**config.mk**
```make
export PLATFORM = sky130hd
export DESIGN_NAME = grayscale_engine
export DESIGN_NICKNAME = d
export VERILOG_FILES = /design/src/rtl/grayscale_engine.sv
export SDC_FILE = /design/constraint.sdc
export NUM_CORES = 1
export LEC_CHECK = 0
export BUFFER_PORTS_ARGS = -buffer_cell sky130_fd_sc_hd__buf_2
export CAP_MARGIN = 20
export CORE_ASPECT_RATIO = 0.6
export CORE_MARGIN = 2
export CORE_UTILIZATION = 30
export CTS_BUF_LIST = sky130_fd_sc_hd__clkbuf_4 sky130_fd_sc_hd__clkbuf_8
export DETAILED_ROUTE_END_ITERATION = 16
export PLACE_DENSITY = 0.56
export SLEW_MARGIN = 25
export SYNTH_ARGS = -nofsm -noshare
export SYNTH_HDL_FRONTEND = slang
export SYNTH_SLANG_ARGS = --single-unit
```
**constraint.sdc**
```tcl
create_clock -name clk -period 7.7 [get_ports clk]
set_input_delay 0.77 -clock clk [delete_from_list [all_inputs] [get_ports clk]]
set_output_delay 0.77 -clock clk [all_outputs]
set_load 0.005 [all_outputs]
```
**src/rtl/grayscale_engine.sv**
```systemverilog
// grayscale_engine: serial R,G,B bytes -> one gray pixel; out_valid one cycle after the B byte, held (input stalled) until out_ready.
// Define GS_THRESHOLD_EN to add a threshold port that binarises out_data (all-ones when gray >= threshold).
module grayscale_engine #(
  parameter int DATA_W       = 8,
  parameter int FRAME_PIXELS = 1024,
  parameter int CNT_W        = 16
) (
  input  logic              clk,
  input  logic              rst,
  input  logic              enable,
  input  logic              mode,
  input  logic [DATA_W-1:0] in_data,
  input  logic              in_valid,
  output logic              in_ready,
  output logic [DATA_W-1:0] out_data,
  output logic              out_valid,
  input  logic              out_ready,
  output logic              pause,
  output logic              busy,
  output logic              frame_done
`ifdef GS_THRESHOLD_EN
  ,
  input  logic [DATA_W-1:0] threshold
`endif
);

  typedef enum logic [1:0] {
    IDLE    = 2'd0,
    COLLECT = 2'd1,
    EMIT    = 2'd2,
    DONE    = 2'd3
  } state_t;

  localparam logic [CNT_W-1:0] LAST_PIX = CNT_W'(FRAME_PIXELS - 1);
  localparam logic [DATA_W+9:0] W_R = (DATA_W+10)'(77);
  localparam logic [DATA_W+9:0] W_G = (DATA_W+10)'(150);
  localparam logic [DATA_W+9:0] W_B = (DATA_W+10)'(29);

  state_t             state, state_nxt;
  logic [1:0]         ch_cnt, ch_cnt_nxt;
  logic [CNT_W-1:0]   pix_cnt, pix_cnt_nxt;
  logic               mode_q, mode_nxt;
  logic [DATA_W-1:0]  r_q, g_q;
  logic               cap_r, cap_g, cap_b;
  logic [DATA_W+9:0]  luma_sum;
  logic [DATA_W+1:0]  avg_sum;
  logic [DATA_W-1:0]  gray;
  logic [DATA_W-1:0]  pix_out;
  logic               unused_bits;

  always_ff @(posedge clk) begin
    if (rst) begin
      state   <= IDLE;
      ch_cnt  <= 2'd0;
      pix_cnt <= '0;
      mode_q  <= 1'b0;
    end else begin
      state   <= state_nxt;
      ch_cnt  <= ch_cnt_nxt;
      pix_cnt <= pix_cnt_nxt;
      mode_q  <= mode_nxt;
    end
  end

  always_comb begin
    state_nxt   = state;
    ch_cnt_nxt  = ch_cnt;
    pix_cnt_nxt = pix_cnt;
    mode_nxt    = mode_q;
    in_ready    = 1'b0;
    out_valid   = 1'b0;
    busy        = 1'b0;
    frame_done  = 1'b0;
    cap_r       = 1'b0;
    cap_g       = 1'b0;
    cap_b       = 1'b0;
    case (state)
      IDLE: begin
        if (enable) begin
          state_nxt   = COLLECT;
          mode_nxt    = mode;
          ch_cnt_nxt  = 2'd0;
          pix_cnt_nxt = '0;
        end
      end
      COLLECT: begin
        in_ready = 1'b1;
        busy     = 1'b1;
        // Abort outranks a coinciding byte: nothing is captured.
        if (!enable) begin
          state_nxt   = IDLE;
          ch_cnt_nxt  = 2'd0;
          pix_cnt_nxt = '0;
        end else if (in_valid) begin
          case (ch_cnt)
            2'd0: begin
              cap_r      = 1'b1;
              ch_cnt_nxt = 2'd1;
            end
            2'd1: begin
              cap_g      = 1'b1;
              ch_cnt_nxt = 2'd2;
            end
            default: begin
              cap_b      = 1'b1;
              ch_cnt_nxt = 2'd0;
              state_nxt  = EMIT;
            end
          endcase
        end
      end
      EMIT: begin
        out_valid = 1'b1;
        busy      = 1'b1;
        if (!enable) begin
          state_nxt   = IDLE;
          ch_cnt_nxt  = 2'd0;
          pix_cnt_nxt = '0;
        end else if (out_ready) begin
          pix_cnt_nxt = pix_cnt + CNT_W'(1);
          state_nxt   = (pix_cnt == LAST_PIX) ? DONE : COLLECT;
        end
      end
      DONE: begin
        frame_done  = 1'b1;
        state_nxt   = IDLE;
        ch_cnt_nxt  = 2'd0;
        pix_cnt_nxt = '0;
      end
      default: state_nxt = IDLE;
    endcase
  end

  assign pause = busy && !in_ready;

  // B is consumed straight from in_data so the result registers on the B handshake.
  assign luma_sum = {10'd0, r_q} * W_R + {10'd0, g_q} * W_G + {10'd0, in_data} * W_B;
  assign avg_sum  = {2'd0, r_q} + {1'b0, g_q, 1'b0} + {2'd0, in_data};
  assign gray     = mode_q ? avg_sum[DATA_W+1:2] : luma_sum[DATA_W+7:8];
  assign unused_bits = ^{luma_sum[DATA_W+9:DATA_W+8], luma_sum[7:0], avg_sum[1:0]};

`ifdef GS_THRESHOLD_EN
  assign pix_out = (gray >= threshold) ? {DATA_W{1'b1}} : '0;
`else
  assign pix_out = gray;
`endif

  always_ff @(posedge clk) begin
    if (rst) begin
      r_q      <= '0;
      g_q      <= '0;
      out_data <= '0;
    end else begin
      if (cap_r) r_q <= in_data;
      if (cap_g) g_q <= in_data;
      if (cap_b) out_data <= pix_out;
    end
  end

endmodule

```
# Word-level counts from Yosys, hierarchy flattened
# Index checks and enable logic that the tools add are counted.
word_totals:
  regBits: 45
  inputBits: 14
  out_inout_bits: 13
  word_cells: 72
op_classes:
  n_addsub: 5
  multipliers: 3
  n_eq_ne: 11
  n_mux: 36
  n_reduce_logical: 10
ops:
  columns: ["operator", "count"]
  rows:
  - ["2-to-1 mux 16 bit", 4]
  - ["one-hot mux 16 bit (4 select lines)", 1]
  - ["multiplier 8 x 7 -> 15 bit, second input constant", 2]
  - ["2-to-1 mux 2 bit", 11]
  - ["adder 15 x 16 -> 16 bit", 1]
  - ["adder 16 x 1 -> 16 bit, second input constant", 1]
  - ["adder 16 x 13 -> 16 bit", 1]
  - ["== test 16 x 10 -> 1 bit, second input constant", 1]
  - ["2-to-1 mux 1 bit", 16]
  - ["one-hot mux 2 bit (4 select lines)", 2]
  - ["multiplier 8 x 5 -> 13 bit, second input constant", 1]
  - ["adder 10 x 8 -> 10 bit", 1]
  - ["adder 8 x 9 -> 10 bit", 1]
  - ["!= test 3 bit, second input constant", 3]
  - ["2-to-1 mux 8 bit", 1]
  - ["!= test 2 bit, second input constant", 3]
  - ["AND reduction 3 bit", 2]
  - ["== test 2 x 1 -> 1 bit, second input constant", 2]
  - ["== test 2 bit, second input constant", 2]
  - ["logical NOT 2 bit", 2]
  - ["one-hot mux 2 bit (2 select lines)", 1]
  - ["AND reduction 4 bit", 1]
  - ["OR reduction 2 bit", 2]
  - ["AND reduction 2 bit", 1]
  - ["2 further kinds", 2]

# Longest topological paths before layout
# Gate-level depths: netlist of run 1.
depth:
  depth_word: 6
  ltp_mapped: 25
  ltp_nobuf: 25

# Least setup slack after synthesis of run 1
# Ideal clock, no wire load.
synth_path:
  path_type: "reg2reg"
  from: "register g_q[4]"
  to: "register out_data[5]"
  setup_ns: 0.095
  arrival_ns: 5.929
  slack_ns: 1.675
  stages_incl_launch_ff: 23
  n_path_buf: 0
  synth_period_minus_slack_ns: 6.025
  path_cell_list: "dfxtp_1 > ha_1 > ha_1 > inv_1 > fa_1 > fa_1 > inv_1 > ha_1 > xnor2_1 > fa_1 > fa_1 > inv_1 > fa_1 > fa_1 > inv_1 > ha_1 > nand2_1 > a2bb2oi_1 > o31ai_1 > o22a_1 > a21oi_1 > xor2_1 > a221oi_1"
synth_via:
  elab_chain_cells: 4
synth_rtl:
  columns: ["element", "line", "source"]
  rows:
  - ["start: declaration", "43", "logic [DATA_W-1:0] r_q, g_q;"]
  - ["start signal: assignment", "155", "if (cap_g) g_q <= in_data;"]
  - ["multiplier 8 x 7 -> 15 bit", "137", "assign luma_sum = {10'd0, r_q} * W_R + {10'd0, g_q} * W_G + {10'd0, in_data} * W_B;"]
  - ["adder 15 x 16 -> 16 bit", "137", null]
  - ["adder 16 x 13 -> 16 bit", "137", null]
  - ["2-to-1 mux 8 bit (*)", "139", "assign gray = mode_q ? avg_sum[DATA_W+1:2] : luma_sum[DATA_W+7:8];"]
  - ["end signal: assignment", "156", "if (cap_b) out_data <= pix_out;"]
  - ["end: declaration", "15", "output logic [DATA_W-1:0] out_data,"]
# Every way passes the cells marked *; elsewhere a longest branch is shown, timed or not.
# A chain may end at the register's enable or synchronous reset.

# Worst setup path in the final report of run 1
layout_path:
  from: "register g_q[3]"
  to: "register out_data[5]"
# Same word-level chain as after synthesis.

==> impl_metrics.json, run 1 <==
{
  "synth_area_mm2": 0.00545,
  "place_inst": 849,
  "cts_tree": "yes",
  "avgViaCountPerCell": 4.69,
  "die_y_um": 108,
  "drv_slew": 0,
  "synthFlopType": "dfxtp_1",
  "fin_util_pct": 33.2,
  "period_share_pct": 86.1,
  "drcViolationCount": 0,
  "p_leak_nw": 2.93,
  "drt-initial-drc-count": 240,
  "syn_area_per_cell_um2": 9.20,
  "cts.repair.resized": 0,
  "multi_input_area_mm2": 0.00415,
  "clock_path_buffers": 2,
  "cp-startpoint": "g_q[3]",
  "yosysWarnings": 0,
  "synth_top_area_share_pct": 23.2,
  "syn_nets": 766,
  "layout-drive-gt1-share_pct": 6.81,
  "worst_slew_pin_slew_ps": 818,
  "grt_overflow": 0,
  "cp_max_fo": 6,
  "min_from": "pix_cnt[1]",
  "synth_edf_count": 0,
  "ir_drop_uv": 72.1,
  "r2r_start": "g_q[3]",
  "status": "complete, no violations",
  "finClkSkew_ps": 7.01,
  "clkLatencyLatePin_ps": 320,
  "cp.arrival_ps": 6860,
  "core_mm2": 0.0179,
  "cts_setup_buffers": 0,
  "yosysUniqueCellTypes": 50,
  "cts_htree_levels": 2,
  "portBuffers": 26,
  "grt_use_total_pct": 14.6,
  "hold_violations": 0,
  "rrSetupSlack_ps": 1070,
  "pwr_density_cell_mw_per_mm2": 134,
  "min_delay_path_depth": 2,
  "fillers": 1850,
  "r2r_end": "out_data[5]",
  "ctsHoldBuffers": 0,
  "start_util_pct": 30.4,
  "hold_end": "pix_cnt[1]",
  "synthCells": 592,
  "synth_most_common_cell": "ha_1",
  "drtPass1Iterations": 5,
  "setup_violations": 0,
  "gp_congestion": 0.876,
  "antenna_found_initial": 0,
  "grt_max_degree": 34,
  "syn2layout_area_growth_pct": 9.12,
  "synth_area_leaders": "fa_1 23%, ha_1 22%, dfxtp_1 17%",
  "synthArstFlopShare_pct": 0,
  "period_needed_ps": 6630,
  "clock-sinks": 45,
  "fmaxAchievable_ghz": 0.151,
  "post_dp_cell_area_mm2": 0.00584,
  "synthTopCellsByCount": "97 x ha_1, 95 x inv_1, 63 x fa_1",
  "grt_pass1_wl_mm": 21.8,
  "holdCritPathClass": "flip-flop to flip-flop",
  "synth_top_cell_by_area": "fa_1",
  "postLayoutCellArea_mm2": 0.00594,
  "final-seq-area_um2": 901,
  "dpl.hpwl_mm": 10.7,
  "synth.ff_latch_count": 45,
  "setup_tns_ps": 0,
  "crit_required_ps": 7930,
  "rsz0062_at_grt": "no",
  "dieArea_mm2": 0.0193,
  "instances_no_fill": 857,
  "wire_per_inst_um": 14.8,
  "holdWs_ps": 485,
  "max_slew_margin_pct": 44.8,
  "drt.antenna.violating_nets": 0,
  "numCtsBuffers": 5,
  "cts-root-buf": "clkbuf_8",
  "die_x_um": 178,
  "r2r_cells": 24,
  "diodes": 0,
  "cap_violations": 0,
  "grt_pass1_vias": 3984,
  "cp-end-kind": "flip-flop",
  "rows": 38,
  "nets": 790,
  "ioPinCount": 27,
  "drt-total-wl_mm": 12.7,
  "clkTransAtPathRegs_ps": 100,
  "startpoint_type": "flip-flop",
  "critPathKind": "flip-flop to flip-flop",
  "synth_seq_area_share_pct": 16.5,
  "num_vias": 4022
}
logic make-up after synthesis:
group | after synthesis | share of synthesized area (%)
adder cells (fa/ha/maj) | 160 | 45.4
AND/OR/NAND/NOR | 144 | 12.2
buffers and inverters | 105 | 7.31
AO/OA/AOI/OAI | 94 | 11.2
flip-flops | 45 | 16.5
XOR/XNOR | 34 | 5.47
multiplexers | 10 | 1.84
metrics by stage:
step / worst slack (ps) / power, mW
finish: 1070 / 0.797
floorplan: 1680 / 0.538
global placement: 1270 / 0.636
global route: 701 / 0.881
CTS: 1150 / 0.803
detailed placement: 1180 / 0.636
cell type report:
type | instances | share of cell area, %
Multi-Input combinational cell | 442 | 69.9
Sequential cell | 45 | 15.2
Inverter | 95 | 6.00
Timing Repair Buffer | 27 | 2.32
Clock buffer | 5 | 1.16
Clock inverter | 3 | 0.421
Tap cell | 240 | 5.05
layer usage:
layer	part of all wire (%)	GRT usage, %	up-vias
met5	0	0	-
li1	-	-	2035
met1	62	25.5	1904
met3	5.0	2.60	5
met4	0.40	1.87	0
met2	33	17.7	78
flip-flops by register name, indices dropped and copies added (netlist names):
name,cells
pix_cnt,16
ch_cnt,2
mode_q,1
state,2
g_q,8
r_q,8
out_data,8
layout by cell type (no fill, tap or decap), drive strengths merged, types with 10 or more instances in the layout:
cell type,n
a21oi,35
buf,27
dfxtp,45
fa,63
ha,97
inv,96
mux2i,10
nand2,35
nand3,21
nor2,51
nor3,10
o21ai,16
xnor2,16
xor2,18
how the worst max path moves through the flow:
| stage | end | slack, ps | cells after the start |
|---|---|---|---|
| floorplan | out_data[5] | 1680 | 22 |
| global route | out_data[5] | 700 | 21 |
| finish | out_data[5] | 1070 | 24 |
| CTS | out_data[5] | 1150 | 21 |
| detailed placement | out_data[5] | 1180 | 21 |
| global placement | out_data[5] | 1270 | 24 |
power by group:
part           total, mW  switching, mW  internal [mW]  leakage (nW)
clock network      0.165         0.0996         0.0658        0.0447
registers          0.243        0.00762          0.236         0.363
logic              0.388          0.231          0.157          2.52
worst max-delay path, cell delays in order (launching register included):
cell      delay [ps]
dfxtp_1          520
ha_1             300
ha_1             280
ha_1             280
inv_1             50
fa_1             490
inv_1             40
ha_1             330
o21ai_0          100
o21bai_1         210
a21oi_1          120
xnor2_1          190
ha_1             280
fa_1             510
inv_1             50
fa_1             460
fa_1             540
inv_1             40
ha_1             360
nand2_1          140
o31ai_1          470
o22a_1           270
a21oi_1           90
xor2_1           150
a221oi_1         270
Power figures use the tool's default switching activity.
==> run 2: changes to the inputs <==
- CORE_UTILIZATION: 30 -> 45
- PLACE_DENSITY: 0.56 -> 0.73
==> run 2 against run 1 <==
  * Sequential share of layout area is 0.25 points higher
  * Cell count is 8.8% lower
  * Clock skew is 3.5 ps higher
  * Worst hold slack worse by 1.5 ps
  * Fmax is 1.6% higher
  * Register-to-register slack better by 100 ps
  * Critical path type unchanged
==> impl_metrics.json, run 2 (same netlist as run 1, synthesis figures left out) <==
{
  "status": "complete, no violations",
  "worstPathCellList": "ha_1 -> ha_1 -> inv_1 -> fa_1 -> fa_1 -> inv_1 -> ha_1 -> xnor2_1 -> fa_1 -> fa_1 -> inv_1 -> fa_1 -> fa_1 -> inv_1 -> ha_1 -> nand2_1 -> o31ai_1 -> o22a_1 -> a21oi_1 -> xor2_1 -> a221oi_1",
  "fmaxAchievable_ghz": 0.153,
  "m1WireLength_mm": 6.57,
  "cp-startpoint": "g_q[6]",
  "rsz0062_at_grt": "no",
  "max_stage_delay_ps": 550,
  "num_vias": 4232,
  "core_mm2": 0.0119,
  "clock_path_buffers": 2,
  "drtPass1Iterations": 5,
  "dieArea_mm2": 0.0130,
  "cp_max_fo": 6,
  "min_from": "pix_cnt[1]",
  "largest_reg_flops": 16,
  "grt_use_total_pct": 20.7,
  "diodes": 0,
  "die_x_um": 146,
  "pwr_density_cell_mw_per_mm2": 135,
  "grt_pass1_vias": 4307,
  "drv_slew": 0,
  "avgViaCountPerCell": 5.41,
  "cp-end-kind": "flip-flop",
  "hold_violations": 0,
  "ctsHoldBuffers": 0,
  "top_register": "pix_cnt",
  "syn2layout_area_growth_pct": 7.33,
  "worst_slew_pin_slew_ps": 844,
  "cts_setup_buffers": 0,
  "critPathKind": "flip-flop to flip-flop",
  "clkLatencyLatePin_ps": 310,
  "finClkSkew_ps": 10.5,
  "fin_util_pct": 48.9,
  "setup_violations": 0,
  "gp_congestion": 0.900,
  "top_layer": "met4",
  "dpl.hpwl_mm": 10.6,
  "wl_met3_um": 733,
  "cts_tree": "yes",
  "met2WireLength_mm": 5.47,
  "start_util_pct": 45.6,
  "drt-total-wl_mm": 12.8,
  "grt_overflow": 0,
  "wire_per_inst_um": 16.4,
  "cts-root-buf": "clkbuf_8",
  "layout-drive-gt1-share_pct": 6.81,
  "nets": 790,
  "max_slew_margin_pct": 43.0,
  "grt_pass1_wl_mm": 21.2,
  "antenna_found_initial": 0,
  "final_cell_mix": "97 x ha_1, 95 x inv_1, 63 x fa_1",
  "ir_drop_uv": 105,
  "cap_violations": 0,
  "layout_commonest_cell": "ha_1",
  "post_dp_cell_area_mm2": 0.00576,
  "cts.repair.resized": 0,
  "holdWs_ps": 484,
  "ioPinCount": 27,
  "r2r_start": "g_q[6]",
  "crit_family": "adder cells",
  "rows": 31,
  "period_share_pct": 84.7,
  "portBuffers": 26,
  "drt-initial-drc-count": 282,
  "crit_top_cell": "fa_1",
  "cp.arrival_ps": 6750,
  "grt_max_degree": 34,
  "clock-sinks": 45,
  "startpoint_type": "flip-flop",
  "cp_slowest_cell": "fa_1",
  "crit_required_ps": 7930,
  "cts_htree_levels": 2,
  "drt.antenna.violating_nets": 0,
  "setup_tns_ps": 0,
  "postLayoutCellArea_mm2": 0.00585,
  "drcViolationCount": 0,
  "cp_num_buf_inv": 4,
  "p_leak_nw": 2.93,
  "die_y_um": 89.2,
  "holdCritPathClass": "flip-flop to flip-flop",
  "clkTransAtPathRegs_ps": 100,
  "numCtsBuffers": 5,
  "period_needed_ps": 6530
}
[run 2: cell count changes in the layout (fill, tap and decap cells not counted)]
cell,before,now
clkinv_2,0,1
clkinv_4,1,0
[run 2: worst register-to-register path, stage by stage, from the launching register on]
cell      delay (ps)
dfxtp_1          490
ha_1             300
ha_1             280
inv_1             60
fa_1             500
fa_1             520
inv_1             40
ha_1             330
xnor2_1          210
fa_1             470
fa_1             520
inv_1             50
fa_1             460
fa_1             550
inv_1             50
ha_1             350
nand2_1          120
o31ai_1          380
o22a_1           260
a21oi_1           90
xor2_1           150
a221oi_1         270
[run 2: layout make-up]
cell class / count / area (um^2)
flip-flops and latches: 45 / 901
clock buffers: 5 / 68.8
repair buffers: 27 / 138
well taps: 165 / 206
multi-input cells: 442 / 4150
inverters: 95 / 357
fillers: 1183 / 6100
clock inverters: 3 / 21.3
[run 2: worst paths after layout]
check                           cells past startpoint     endpoint  slack, ps
worst max-delay path                               21  out_data[5]       1170
worst min-delay path                                2   pix_cnt[1]        480
worst max register to register                     21  out_data[5]       1170
worst min register to register                      2   pix_cnt[1]        480
[run 2: where the power goes]
part           switching, mW  internal (mW)  total, mW
clock                 0.0935         0.0647      0.158
combinational          0.231          0.155      0.386
sequential           0.00726          0.236      0.243
total                  0.332          0.455      0.787
[run 2: metal layers]
metal,vias up,GRT usage (%)
met5,-,0
met2,123,33.3
met4,0,2.12
met1,2076,31.3
met3,3,2.19
li1,2030,-
[run 2: stage by stage]
| step | instances | power [mW] | setup WS [ps] |
|---|---|---|---|
| 2_1_floorplan | 592 | 0.538 | 1680 |
| 3_3_place_gp | 774 | 0.614 | 1420 |
| 3_5_place_dp | 774 | 0.629 | 1230 |
| 4_1_cts | 782 | 0.791 | 1200 |
| 5_1_grt | 782 | 0.859 | 787 |
| 6_report | 782 | 0.787 | 1170 |
